===== src/rtl/mem_stage_wbuf_pkg.sv =====
// Shared definitions for the memory stage: parameter defaults, front FSM
// state encodings and command decode helper.
package mem_stage_wbuf_pkg;

    localparam int AWIDTH_DEF     = 25;
    localparam int DWIDTH_DEF     = 32;
    localparam int WBUF_DEPTH_DEF = 4;
    localparam int TIMEOUT_DEF    = 1023;

    localparam logic [1:0] ST_IDLE    = 2'd0;
    localparam logic [1:0] ST_RD_WAIT = 2'd1;
    localparam logic [1:0] ST_RD_REQ  = 2'd2;
    localparam logic [1:0] ST_ACK     = 2'd3;

    // Both or neither command bit set is an illegal request.
    function automatic logic cmd_illegal(input logic wr, input logic rd);
        return wr ~^ rd;
    endfunction

endpackage


===== src/rtl/mem_stage_wbuf_fifo.sv =====
// Posted-write buffer: synchronous FIFO with registered occupancy count;
// the head entry is read combinationally from the storage array.
module wbuf_fifo #(
    parameter int WIDTH = 8,
    parameter int DEPTH = 4
) (
    input  logic             i_clk,
    input  logic             i_rst,
    input  logic             i_push,
    input  logic [WIDTH-1:0] i_din,
    input  logic             i_pop,
    output logic [WIDTH-1:0] o_dout,
    output logic             o_full,
    output logic             o_empty
);

    localparam int PW    = $clog2(DEPTH);
    localparam int CNT_W = PW + 1;

    logic [WIDTH-1:0] r_mem [DEPTH];
    logic [PW-1:0]    r_wr_ptr;
    logic [PW-1:0]    r_rd_ptr;
    logic [CNT_W-1:0] r_count;
    logic             w_push_ok;
    logic             w_pop_ok;

    assign o_full    = (r_count == CNT_W'(DEPTH));
    assign o_empty   = (r_count == '0);
    assign w_push_ok = i_push && !o_full;
    assign w_pop_ok  = i_pop && !o_empty;
    assign o_dout    = r_mem[r_rd_ptr];

    // Pointers wrap naturally because DEPTH is a power of two.
    always_ff @(posedge i_clk) begin
        if (i_rst) begin
            r_wr_ptr <= '0;
            r_rd_ptr <= '0;
            r_count  <= '0;
        end else begin
            if (w_push_ok) r_wr_ptr <= r_wr_ptr + 1'b1;
            if (w_pop_ok)  r_rd_ptr <= r_rd_ptr + 1'b1;
            case ({w_push_ok, w_pop_ok})
                2'b10:   r_count <= r_count + 1'b1;
                2'b01:   r_count <= r_count - 1'b1;
                default: ;
            endcase
        end
    end

    always_ff @(posedge i_clk) begin
        if (w_push_ok) r_mem[r_wr_ptr] <= i_din;
    end

endmodule


===== src/rtl/mem_stage_wbuf.sv =====
// Memory stage with posted-write buffer: writes are acked on buffering and
// drained in the background; reads wait for the buffer to drain first.
module mem_stage_wbuf
    import mem_stage_wbuf_pkg::*;
#(
    parameter int AWIDTH     = AWIDTH_DEF,
    parameter int DWIDTH     = DWIDTH_DEF,
    parameter int WBUF_DEPTH = WBUF_DEPTH_DEF,
    parameter int TIMEOUT    = TIMEOUT_DEF
) (
    input  logic                CLK,
    input  logic                RST,
    input  logic                mem_req,
    input  logic                wr_mem,
    input  logic                rd_mem,
    input  logic [AWIDTH-1:0]   mem_addr,
    input  logic [DWIDTH-1:0]   mem_wr_data,
    input  logic [DWIDTH/8-1:0] mem_wr_strb,
    output logic                mem_ack,
    output logic                mem_err,
    output logic [DWIDTH-1:0]   mem_rd_data,
    output logic                wbuf_empty,
    output logic                wr_err,
    output logic                sdram_rd_req,
    output logic                sdram_wr_req,
    output logic [AWIDTH-1:0]   sdram_addr,
    output logic [DWIDTH-1:0]   sdram_wr_data,
    output logic [DWIDTH/8-1:0] sdram_wr_strb,
    input  logic [DWIDTH-1:0]   sdram_rd_data,
    input  logic                sdram_rd_ack,
    input  logic                sdram_wr_ack
);

    localparam int SW = DWIDTH / 8;
    localparam int EW = AWIDTH + DWIDTH + SW;
    localparam int TW = (TIMEOUT < 1) ? 1 : $clog2(TIMEOUT + 1);
    localparam bit              TO_EN  = (TIMEOUT != 0);
    localparam logic [TW-1:0]   TO_LIM = TW'(TIMEOUT - 1);

    logic [1:0]        r_state;
    logic              r_err;
    logic [DWIDTH-1:0] r_rd_data;
    logic              r_wr_act;
    logic              r_wr_err;
    logic [TW-1:0]     r_to_cnt;

    logic              w_full;
    logic              w_empty;
    logic              w_push;
    logic              w_pop;
    logic [EW-1:0]     w_head;
    logic [AWIDTH-1:0] w_head_addr;
    logic [DWIDTH-1:0] w_head_data;
    logic [SW-1:0]     w_head_strb;
    logic              w_any_req;
    logic              w_any_ack;
    logic              w_to;

    assign {w_head_addr, w_head_data, w_head_strb} = w_head;

    assign w_push = (r_state == ST_IDLE) && mem_req && wr_mem && !rd_mem && !w_full;
    assign w_pop  = r_wr_act && (sdram_wr_ack || w_to);

    wbuf_fifo #(
        .WIDTH (EW),
        .DEPTH (WBUF_DEPTH)
    ) u_wbuf (
        .i_clk   (CLK),
        .i_rst   (RST),
        .i_push  (w_push),
        .i_din   ({mem_addr, mem_wr_data, mem_wr_strb}),
        .i_pop   (w_pop),
        .o_dout  (w_head),
        .o_full  (w_full),
        .o_empty (w_empty)
    );

    // Requests come only from registers or state decode, never from the acks.
    assign sdram_wr_req  = r_wr_act;
    assign sdram_rd_req  = (r_state == ST_RD_REQ);
    assign sdram_addr    = r_wr_act ? w_head_addr : mem_addr;
    assign sdram_wr_data = w_head_data;
    assign sdram_wr_strb = r_wr_act ? w_head_strb : '0;

    assign mem_ack     = (r_state == ST_ACK);
    assign mem_err     = r_err;
    assign mem_rd_data = r_rd_data;
    assign wbuf_empty  = w_empty;
    assign wr_err      = r_wr_err;

    assign w_any_req = sdram_rd_req | sdram_wr_req;
    assign w_any_ack = (sdram_rd_req & sdram_rd_ack) | (sdram_wr_req & sdram_wr_ack);
    assign w_to      = TO_EN && w_any_req && !w_any_ack && (r_to_cnt >= TO_LIM);

    // Every request is preceded by an idle cycle, so clearing on no-request
    // also restarts the count for each new request.
    always_ff @(posedge CLK) begin
        if (RST) begin
            r_to_cnt <= '0;
        end else if (w_any_req && !w_any_ack) begin
            if (r_to_cnt != '1) r_to_cnt <= r_to_cnt + 1'b1;
        end else begin
            r_to_cnt <= '0;
        end
    end

    always_ff @(posedge CLK) begin
        if (RST) begin
            r_wr_act <= 1'b0;
            r_wr_err <= 1'b0;
        end else if (r_wr_act) begin
            if (sdram_wr_ack || w_to) r_wr_act <= 1'b0;
            if (!sdram_wr_ack && w_to) r_wr_err <= 1'b1;
        end else if (!w_empty && (r_state != ST_RD_REQ)) begin
            r_wr_act <= 1'b1;
        end
    end

    always_ff @(posedge CLK) begin
        if (RST) begin
            r_state   <= ST_IDLE;
            r_err     <= 1'b0;
            r_rd_data <= '0;
        end else begin
            case (r_state)
                ST_IDLE: begin
                    if (mem_req) begin
                        if (cmd_illegal(wr_mem, rd_mem)) begin
                            r_state <= ST_ACK;
                            r_err   <= 1'b1;
                        end else if (wr_mem) begin
                            if (!w_full) begin
                                r_state <= ST_ACK;
                                r_err   <= 1'b0;
                            end
                        end else begin
                            r_state <= ST_RD_WAIT;
                        end
                    end
                end
                ST_RD_WAIT: begin
                    if (w_empty && !r_wr_act) r_state <= ST_RD_REQ;
                end
                ST_RD_REQ: begin
                    if (sdram_rd_ack) begin
                        r_rd_data <= sdram_rd_data;
                        r_err     <= 1'b0;
                        r_state   <= ST_ACK;
                    end else if (w_to) begin
                        r_rd_data <= '0;
                        r_err     <= 1'b1;
                        r_state   <= ST_ACK;
                    end
                end
                ST_ACK: begin
                    r_state <= ST_IDLE;
                    r_err   <= 1'b0;
                end
                default: r_state <= ST_IDLE;
            endcase
        end
    end

endmodule


===== config.mk =====
export PLATFORM = sky130hd
export DESIGN_NAME = mem_stage_wbuf
export DESIGN_NICKNAME = d
export VERILOG_FILES = /design/src/rtl/mem_stage_wbuf_pkg.sv /design/src/rtl/mem_stage_wbuf_fifo.sv /design/src/rtl/mem_stage_wbuf.sv
export SDC_FILE = /design/constraint.sdc
export NUM_CORES = 1
export LEC_CHECK = 0
export CORE_MARGIN = 4
export CORE_UTILIZATION = 30
export CTS_CLUSTER_SIZE = 20
export DETAILED_ROUTE_END_ITERATION = 7
export SETUP_SLACK_MARGIN = 0.02
export SLEW_MARGIN = 20
export SYNTH_ARGS = -nofsm -noshare
export SYNTH_HDL_FRONTEND = slang
export SYNTH_SLANG_ARGS = --single-unit

===== constraint.sdc =====
create_clock -name CLK -period 3.55 [get_ports CLK]
set_input_delay 0.71 -clock CLK [delete_from_list [all_inputs] [get_ports CLK]]
set_output_delay 0.71 -clock CLK [all_outputs]
set_load 0.05 [all_outputs]

==> results.json, run 1 <==
{
  "regToRegSetupSlack_ns": 0.40,
  "dieArea_sq_um": 41700,
  "synth_flop_cell": "edfxtp_1",
  "share_comb_of_total_power_pct": 19.1,
  "avgSynthCellArea_sq_um": 19.6,
  "vdd_drop_max_v": 0.000278,
  "num_rows": 71,
  "antenna_found_initial": 0,
  "insertion_delay_ns": 0.50,
  "synth_top_area_cell": "edfxtp_1",
  "clk_pin_slew_ns": 0.06,
  "leakage_uw": 0.00519,
  "fin_crit_sh_pct": 95.9,
  "cts_setup_buffers": 0,
  "synthDominantCellAreaShare_pct": 63.4,
  "synth_fp_nets": 705,
  "r2r-end": "u_wbuf.r_count[2]",
  "hold_end": "mem_rd_data[16]",
  "slowest_delay_ns": 0.72,
  "met1_usage_pct": 15.3,
  "yosysSeqAreaShare_pct": 73.1,
  "p_int_uw": 6920,
  "critPathKind": "flip-flop to output port",
  "diodes": 0,
  "reg2regPathDepth": 12,
  "layout-drive-gt1-share_pct": 22.0,
  "syn-cell-area_sq_um": 11600,
  "endpoint_kind": "output port",
  "grt_pass1_vias": 6722,
  "post_drt_wl_per_cell_um": 18.1,
  "slew_viol_final": 0,
  "core-area_sq_um": 37800,
  "viasPerCell": 4.62,
  "grt_use_total_pct": 11.5,
  "finalSetupViolations": 0,
  "wl_um": 24500,
  "use_met2_pct": 18.7,
  "drtAntennaViolNets": 0,
  "drtIter0Drc": 262,
  "yosys-top-cells-count": "edfxtp_1 (244), mux4_2 (61), dfxtp_1 (56)",
  "rsz0062_at_grt": "no",
  "start_kind": "flip-flop",
  "p_clk_share_pct": 38.1,
  "relSlewSlack_pct": 35.4,
  "required_ns": 2.84,
  "hold_viol_final": 0,
  "die_w_um": 204,
  "cts.sinks": 300,
  "grt_pass1_wl_um": 38100,
  "finalPower_uw": 9440,
  "r2r_start": "r_state[0]",
  "synth_cell_types": 48,
  "finalSetupTns_ns": 0,
  "hold_path.class": "flip-flop to flip-flop",
  "synth_seq_cells": 300,
  "seq_power_share_pct": 42.9,
  "period_needed_ns": 3.40,
  "finClkSkew_ns": 0.0107,
  "route.detailed.drc": 0,
  "clockBufferDepth": 3,
  "io_pins": 199,
  "ys_async_sr_fraction_pct": 0,
  "cts_resized": 26,
  "synthTopCellsByArea": "edfxtp_1 (63%), mux4_2 (12%), dfxtp_1 (9.7%), mux2_2 (2.4%), a22o_1 (2.4%)",
  "dp_hpwl_um": 15600,
  "h-tree-depth": 2,
  "yosysWarnings": 0,
  "path_cells": "buf_12 > mux4_2 > and2_1 > clkdlybuf4s50_1",
  "cts_tree": "yes",
  "port_buffers": 198,
  "worst_slack_ns": 0.147,
  "slowest_stage": "clkdlybuf4s50_1",
  "num_vias": 6263,
  "dp_worst_setup_slack_ns": 0.120,
  "arrival_ns": 2.69,
  "power_per_cell_area_nw_per_um2": 608,
  "nets": 938,
  "top_usage_layer": "met2",
  "place_congestion": 0.728,
  "hold_start": "mem_rd_data[16]",
  "worst-slew-pin-transition_ns": 0.967,
  "grt_max_degree": 40,
  "cts-root-buf": "clkbuf_16",
  "fp.dieH_um": 204,
  "hold-path-cell-count": 1,
  "outcome": "finished clean",
  "timing.fmax_ghz": 0.294,
  "yosys.cell_count.top_type": "edfxtp_1",
  "netSwitchingFraction_pct": 26.7,
  "met3_usage_pct": 3.33,
  "initial_core_util_pct": 30.5,
  "syn_to_final_growth_pct": 34.5,
  "firstDrtPassIters": 4,
  "cap_violations": 0,
  "syn_inst": 590,
  "hold_slack_ns": 0.477,
  "fillers": 3459,
  "p_switching_uw": 2520,
  "cts_buffers": 35,
  "critPathMaxFanout": 20,
  "hold_buffers": 0,
  "globalRouteOverflowTotal": 0,
  "synth_edf_count": 244
}
[metrics by stage]
stage / cell area [sq um] / instances / util [%]
after CTS: 15500 / 1356 / 41.0
after floorplan: 11600 / 590 / -
after global routing: 15500 / 1356 / 41.1
final: 15500 / 1356 / 41.1
after detailed placement: 14400 / 1297 / 38.0
after global placement: 14400 / 1297 / 38.0
[critical path: cells and delay by family (launching register included)]
| family | cells | cell delay (ns) |
|---|---|---|
| mux | 1 | 0.51 |
| simple gates | 1 | 0.17 |
| buf+inv | 2 | 0.97 |
| flops | 1 | 0.54 |
[layer usage]
metal | part of all wire [%] | vias to the layer above | wire (um)
met5 | 0 | - | 0
met4 | 2.1 | 0 | 505
met3 | 6.3 | 42 | 1550
met2 | 47 | 183 | 11500
met1 | 45 | 3156 | 11000
li1 | - | 2882 | -
[flip-flops by register name, indices dropped and copies added (netlist names), named ones only]
signal	cells
mem_err	1
mem_rd_data	32
r_state	2
r_to_cnt	10
sdram_wr_req	1
u_wbuf.r_count	3
u_wbuf.r_mem	244
u_wbuf.r_rd_ptr	2
u_wbuf.r_wr_ptr	2
wr_err	1
[cell type report]
class | count | area (sq um) | share of cell area [%]
multi-input combinational | 246 | 2940 | 18.9
tap | 511 | 639 | 4.11
inverter | 16 | 60.1 | 0.386
sequential | 300 | 8460 | 54.4
timing repair buffer | 224 | 2270 | 14.6
clock buffer | 40 | 947 | 6.10
clock inverter | 19 | 223 | 1.43
[power groups by stage]
stage / Sequential (uW) / Clock (uW) / Combinational (uW)
3_3_place_gp: 4120 / 0 / 1850
5_1_grt: 4060 / 3870 / 1910
4_1_cts: 4050 / 3720 / 1830
6_report: 4050 / 3590 / 1800
3_5_place_dp: 4120 / 0 / 1860
2_1_floorplan: 4260 / 0 / 1020
[cells in the final DEF, fill, tap and decap left out, types with 6 or more instances in the layout]
cell and n:
mux2_2 25, clkinv_2 6, buf_12 9, nand2_1 7
dfxtp_1 53, buf_4 19, ha_1 14, edfxtp_1 244
dlymetal6s2s_1 9, nor3_1 8, a22o_1 32, a21oi_1 6
mux4_2 61, clkdlybuf4s50_1 161, inv_1 16, clkbuf_16 37
dlygate4sd2_1 26, nor2_1 17
[cells by family after synthesis]
group / synth area share [%]
compound gates: 4.88
xor+xnor: 0.531
fa+ha+maj: 1.69
buf+inv: 1.59
flops: 73.1
mux: 14.5
simple gates: 3.69
[how the worst max path moves through the flow]
stage                              to  slack (ns)
floorplan           u_wbuf.r_count[2]        0.36
global placement    u_wbuf.r_count[2]        0.19
CTS                 sdram_wr_data[23]        0.02
finish               sdram_wr_strb[1]        0.15
global route         sdram_wr_strb[1]        0.01
detailed placement  u_wbuf.r_count[2]        0.12
Power figures use the tool's default switching activity.
==> inputs of run 2 (changes only) <==
CORE_MARGIN = 3   (was 4)
CTS_CLUSTER_SIZE = 12   (was 20)
==> results.json, run 2 (synthesized netlist as in run 1, its figures left out) <==
{
  "regToRegSetupSlack_ns": 0.49,
  "finClkSkew_ns": 0.00919,
  "rsz0062_at_grt": "no",
  "finalSetupTns_ns": 0,
  "critPathMaxFanout": 38,
  "wl_um": 25000,
  "r2r_start": "r_state[0]",
  "period_needed_ns": 3.42,
  "worst-slew-pin-transition_ns": 0.920,
  "hold_path.class": "flip-flop to flip-flop",
  "globalRouteOverflowTotal": 0,
  "utilization_pct": 40.9,
  "insertion_delay_ns": 0.51,
  "place_congestion": 0.759,
  "hold_buffers": 0,
  "fp.dieH_um": 202,
  "instances_no_fill": 1354,
  "worst_slack_ns": 0.134,
  "grt_pass1_vias": 6657,
  "initial_core_util_pct": 30.5,
  "required_ns": 2.84,
  "cts_buffers": 35,
  "finalSetupViolations": 0,
  "io_pins": 199,
  "cts-root-buf": "clkbuf_16",
  "dp_worst_setup_slack_ns": 0.135,
  "core-area_sq_um": 37800,
  "cts_tree": "yes",
  "final_common_cell": "edfxtp_1",
  "viasPerCell": 4.61,
  "relSlewSlack_pct": 38.6,
  "largest_register_ffs": 244,
  "drtIter0Drc": 306,
  "die_w_um": 202,
  "diodes": 0,
  "arrival_ns": 2.71,
  "port_buffers": 198,
  "hold-path-cell-count": 1,
  "fillers": 3463,
  "slew_viol_final": 0,
  "clockBufferDepth": 3,
  "grt_max_degree": 62,
  "num_vias": 6245,
  "post_drt_wl_per_cell_um": 18.4,
  "regMostFlops": "u_wbuf.r_mem",
  "cts.sinks": 300,
  "hold_start": "mem_rd_data[9]",
  "reg2regPathDepth": 12,
  "nets": 936,
  "timing.fmax_ghz": 0.293,
  "h-tree-depth": 2,
  "dieArea_sq_um": 40900,
  "fin_crit_sh_pct": 96.2,
  "layout-drive-gt1-share_pct": 21.4,
  "vdd_drop_max_v": 0.000297,
  "r2r-end": "u_wbuf.r_count[2]",
  "dp_cells": 1295,
  "cap_violations": 0,
  "dp_hpwl_um": 15400,
  "drtAntennaViolNets": 0,
  "leakage_uw": 0.00531,
  "layout_common_cells": "edfxtp_1 (244), clkdlybuf4s50_1 (151), mux4_2 (61)",
  "num_rows": 71,
  "outcome": "finished clean",
  "start_kind": "flip-flop",
  "clk_pin_slew_ns": 0.06,
  "cts_setup_buffers": 0,
  "endpoint_kind": "output port",
  "firstDrtPassIters": 5,
  "antenna_found_initial": 2,
  "grt_pass1_wl_um": 39600,
  "power_per_cell_area_nw_per_um2": 595,
  "critPathKind": "flip-flop to output port",
  "hold_viol_final": 0,
  "route.detailed.drc": 0,
  "hold_end": "mem_rd_data[9]",
  "syn_to_final_growth_pct": 34.0,
  "grt_use_total_pct": 12.3
}
==> run 2: changes by cell type in the layout (fill, tap and decap cells not counted), sizes merged, moves of 2 or more <==
| cell | delta |
|---|---|
| clkinv | -2 |
| clkdlybuf4s50 | -10 |
| clkbuf | +4 |
| bufinv | -3 |
| dlymetal6s2s | +24 |
| inv | +2 |
| dlygate4sd2 | -16 |
==> run 2: per-stage QoR <==
step	hold slack [ns]	cell area (sq um)	total power [uW]
finish	0.479	15500	9210
floorplan	0.492	11600	5290
global placement	0.461	14300	5980
CTS	0.483	15400	9400
detailed placement	0.463	14300	5980
global route	0.504	15500	9630
==> run 2: timing repair <==
item / CTS / global route
resized for setup: 10 / 33
endpoints found under the setup margin: 10 / 33
gates cloned: 0 / 0
==> run 2: worst max-delay path by stage <==
stage          depth (start not counted)                end         start
6_report                               4      sdram_addr[6]     flip-flop
5_1_grt                                4     sdram_addr[20]     flip-flop
4_1_cts                                4  sdram_wr_data[12]     flip-flop
3_5_place_dp                          11  u_wbuf.r_count[2]  sdram_rd_ack
3_3_place_gp                          11  u_wbuf.r_count[2]  sdram_rd_ack
2_1_floorplan                         13  u_wbuf.r_count[2]    r_state[0]
==> run 2: layout make-up <==
class                           count  area (sq um)  area share [%]
Multi-Input combinational cell    246          2940            19.0
Tap cell                          511           639            4.13
Inverter                           16          60.1           0.388
Timing Repair Buffer              222          2310            14.9
Sequential cell                   300          8460            54.6
Clock buffer                       44           910            5.88
Clock inverter                     15           168            1.08
==> run 2: power by group <==
group          internal (uW)  total (uW)  switching (uW)
combinational            717        1810            1100
sequential              3950        4050            97.5
clock                   1980        3350            1370
==> run 2: layer usage <==
layer,vias to the layer above,wire (um),global-route usage [%]
met5,-,27,0
met1,3166,11200,16.7
met3,40,1590,3.87
li1,2879,-,-
met4,4,411,2.94
met2,156,11800,19.3
==> run 2: critical path, cell delays in order, from the launching register on <==
cell and delay, ns:
dfxtp_4 0.35, buf_12 0.31, mux4_2 0.54, mux2_2 0.27
clkdlybuf4s50_1 0.70
==> inputs of run 3 (changes only) <==
DONT_BUFFER_PORTS = 1   (was unset)
GPL_TIMING_DRIVEN = 0   (was unset)
==> results.json, run 3 (synthesized netlist as in run 1, its figures left out) <==
{
  "grt_use_total_pct": 11.6,
  "slew_viol_final": 0,
  "io_pins": 199,
  "cts_buffers": 35,
  "relSlewSlack_pct": 42.5,
  "grt_pass1_vias": 5851,
  "ff_latch_area_sq_um": 8450,
  "core-area_sq_um": 37800,
  "antenna_found_initial": 0,
  "clockBufferDepth": 3,
  "num_vias": 5620,
  "worst_slack_ns": 0.201,
  "fp.dieH_um": 202,
  "vdd_drop_max_v": 0.000416,
  "multiInputGateArea_sq_um": 2950,
  "rsz0062_at_grt": "yes",
  "path_cells": "inv_1 > ha_2 > clkbuf_2 > nand2b_1 > a2111oi_4 > nor2_1 > nor2_1 > ha_1 > inv_1 > fa_1 > xor2_1 > or3_1 > a21oi_1",
  "insertion_delay_ns": 0.52,
  "cts_setup_buffers": 0,
  "hold_viol_final": 0,
  "critPathMaxFanout": 9,
  "h-tree-depth": 2,
  "period_needed_ns": 3.35,
  "leakage_uw": 0.00424,
  "power_per_cell_area_nw_per_um2": 655,
  "start_kind": "flip-flop",
  "slowest_delay_ns": 0.51,
  "critPathKind": "flip-flop to flip-flop",
  "finalPower_uw": 8800,
  "dp_hpwl_um": 15300,
  "dp_worst_setup_slack_ns": -0.0594,
  "post_drt_wl_per_cell_um": 20.6,
  "arrival_ns": 3.79,
  "worst-slew-pin-transition_ns": 0.860,
  "hold_path.class": "input pin to flip-flop",
  "layout-drive-gt1-share_pct": 26.9,
  "outcome": "finished clean",
  "final_common_cell": "edfxtp_1",
  "finalSetupViolations": 0,
  "hold_buffers": 0,
  "dieArea_sq_um": 40900,
  "place_congestion": 0.700,
  "drtIter0Drc": 299,
  "slowest_stage": "a2111oi_4",
  "cts.sinks": 300,
  "finClkSkew_ns": 0.0118,
  "globalRouteOverflowTotal": 0,
  "grt_pass1_wl_um": 36100,
  "cts-root-buf": "clkbuf_16",
  "route.detailed.drc": 0,
  "endpoint_kind": "flip-flop",
  "largest_register_ffs": 244,
  "nets": 747,
  "die_w_um": 202,
  "initial_core_util_pct": 30.5,
  "cts_tree": "yes",
  "cap_violations": 0,
  "firstDrtPassIters": 4,
  "diodes": 0,
  "clk_pin_slew_ns": 0.06,
  "port_buffers": 0,
  "syn_to_final_growth_pct": 16.2,
  "fin_crit_sh_pct": 94.3,
  "grt_max_degree": 41,
  "regMostFlops": "u_wbuf.r_mem",
  "layout_common_cells": "edfxtp_1 (244), mux4_2 (61), dfxtp_1 (56)",
  "timing.fmax_ghz": 0.299,
  "drtAntennaViolNets": 0,
  "wl_um": 24100,
  "required_ns": 3.99,
  "viasPerCell": 4.80,
  "fillers": 3560,
  "num_rows": 71
}
run 3: cell count changes in the layout (fill, tap and decap cells not counted), sizes merged:
cell	before	now
clkdlybuf4s50	151	0
dlymetal6s2s	33	0
clkbuf	44	60
dlygate4sd2	10	0
buf	28	19
clkinv	10	14
bufinv	2	1
clkinvlp	1	2
inv	18	17
run 3: worst paths after layout:
| kind | to | slack [ns] | cells past startpoint | startpoint |
|---|---|---|---|---|
| hold reg to reg | u_wbuf.r_count[2] | 0.55 | 2 | u_wbuf.r_count[2] |
| setup / recovery | u_wbuf.r_count[2] | 0.20 | 13 | r_state[0] |
| hold / removal | u_wbuf.r_mem[0][45] | 0.28 | 0 | mem_addr[9] |
| setup reg to reg | u_wbuf.r_count[2] | 0.20 | 13 | r_state[0] |
run 3: critical path: cells and delay by family (launching register included):
| family | cells | cell delay (ns) |
|---|---|---|
| XOR/XNOR | 1 | 0.16 |
| AND/OR/NAND/NOR | 4 | 0.77 |
| flip-flops | 1 | 0.42 |
| AO/OA/AOI/OAI | 2 | 0.66 |
| adder cells (fa/ha/maj) | 3 | 0.86 |
| buffers and inverters | 3 | 0.41 |
run 3: power by group:
part	internal, uW	leakage [uW]	switching [uW]
Sequential	3950	0.00265	265
Clock	1990	0.000532	1370
Combinational	378	0.00105	848
run 3: through the flow:
stage	instance area [sq um]	TNS (ns)	utilization, %	hold WS, ns	cells
3_5_place_dp	12300	-0.0594	32.5	0.541	1107
2_1_floorplan	11600	0	-	0.492	590
5_1_grt	13400	0	35.5	0.241	1170
3_3_place_gp	12200	-281.95	32.2	0.529	1101
6_report	13400	0	35.5	0.279	1170
4_1_cts	13400	0	35.5	0.238	1170
run 3: area by class of cell:
type / count / share of cell area (%)
multi-input cells: 246 / 22.0
well taps: 511 / 4.76
flip-flops and latches: 300 / 62.9
inverters: 16 / 0.447
clock inverters: 18 / 0.960
repair buffers: 6 / 0.792
clock buffers: 46 / 7.15
plain buffers: 27 / 0.988
run 3: per-layer routing:
metal  wire length [um]  vias to the layer above  track usage [%]
met2              11500                      178             18.5
li1                   -                     2509                -
met4                519                        0             3.74
met3               1970                       36             4.67
met5                  0                        -                0
met1              10100                     2897             14.5
run 3: what timing repair did:
| item | in CTS | in global routing |
|---|---|---|
| gates resized for setup | 6 | 6 |
| setup endpoints to repair | 44 | 28 |
| endpoints found under the hold margin | 0 | 0 |
| cloned | 0 | 0 |
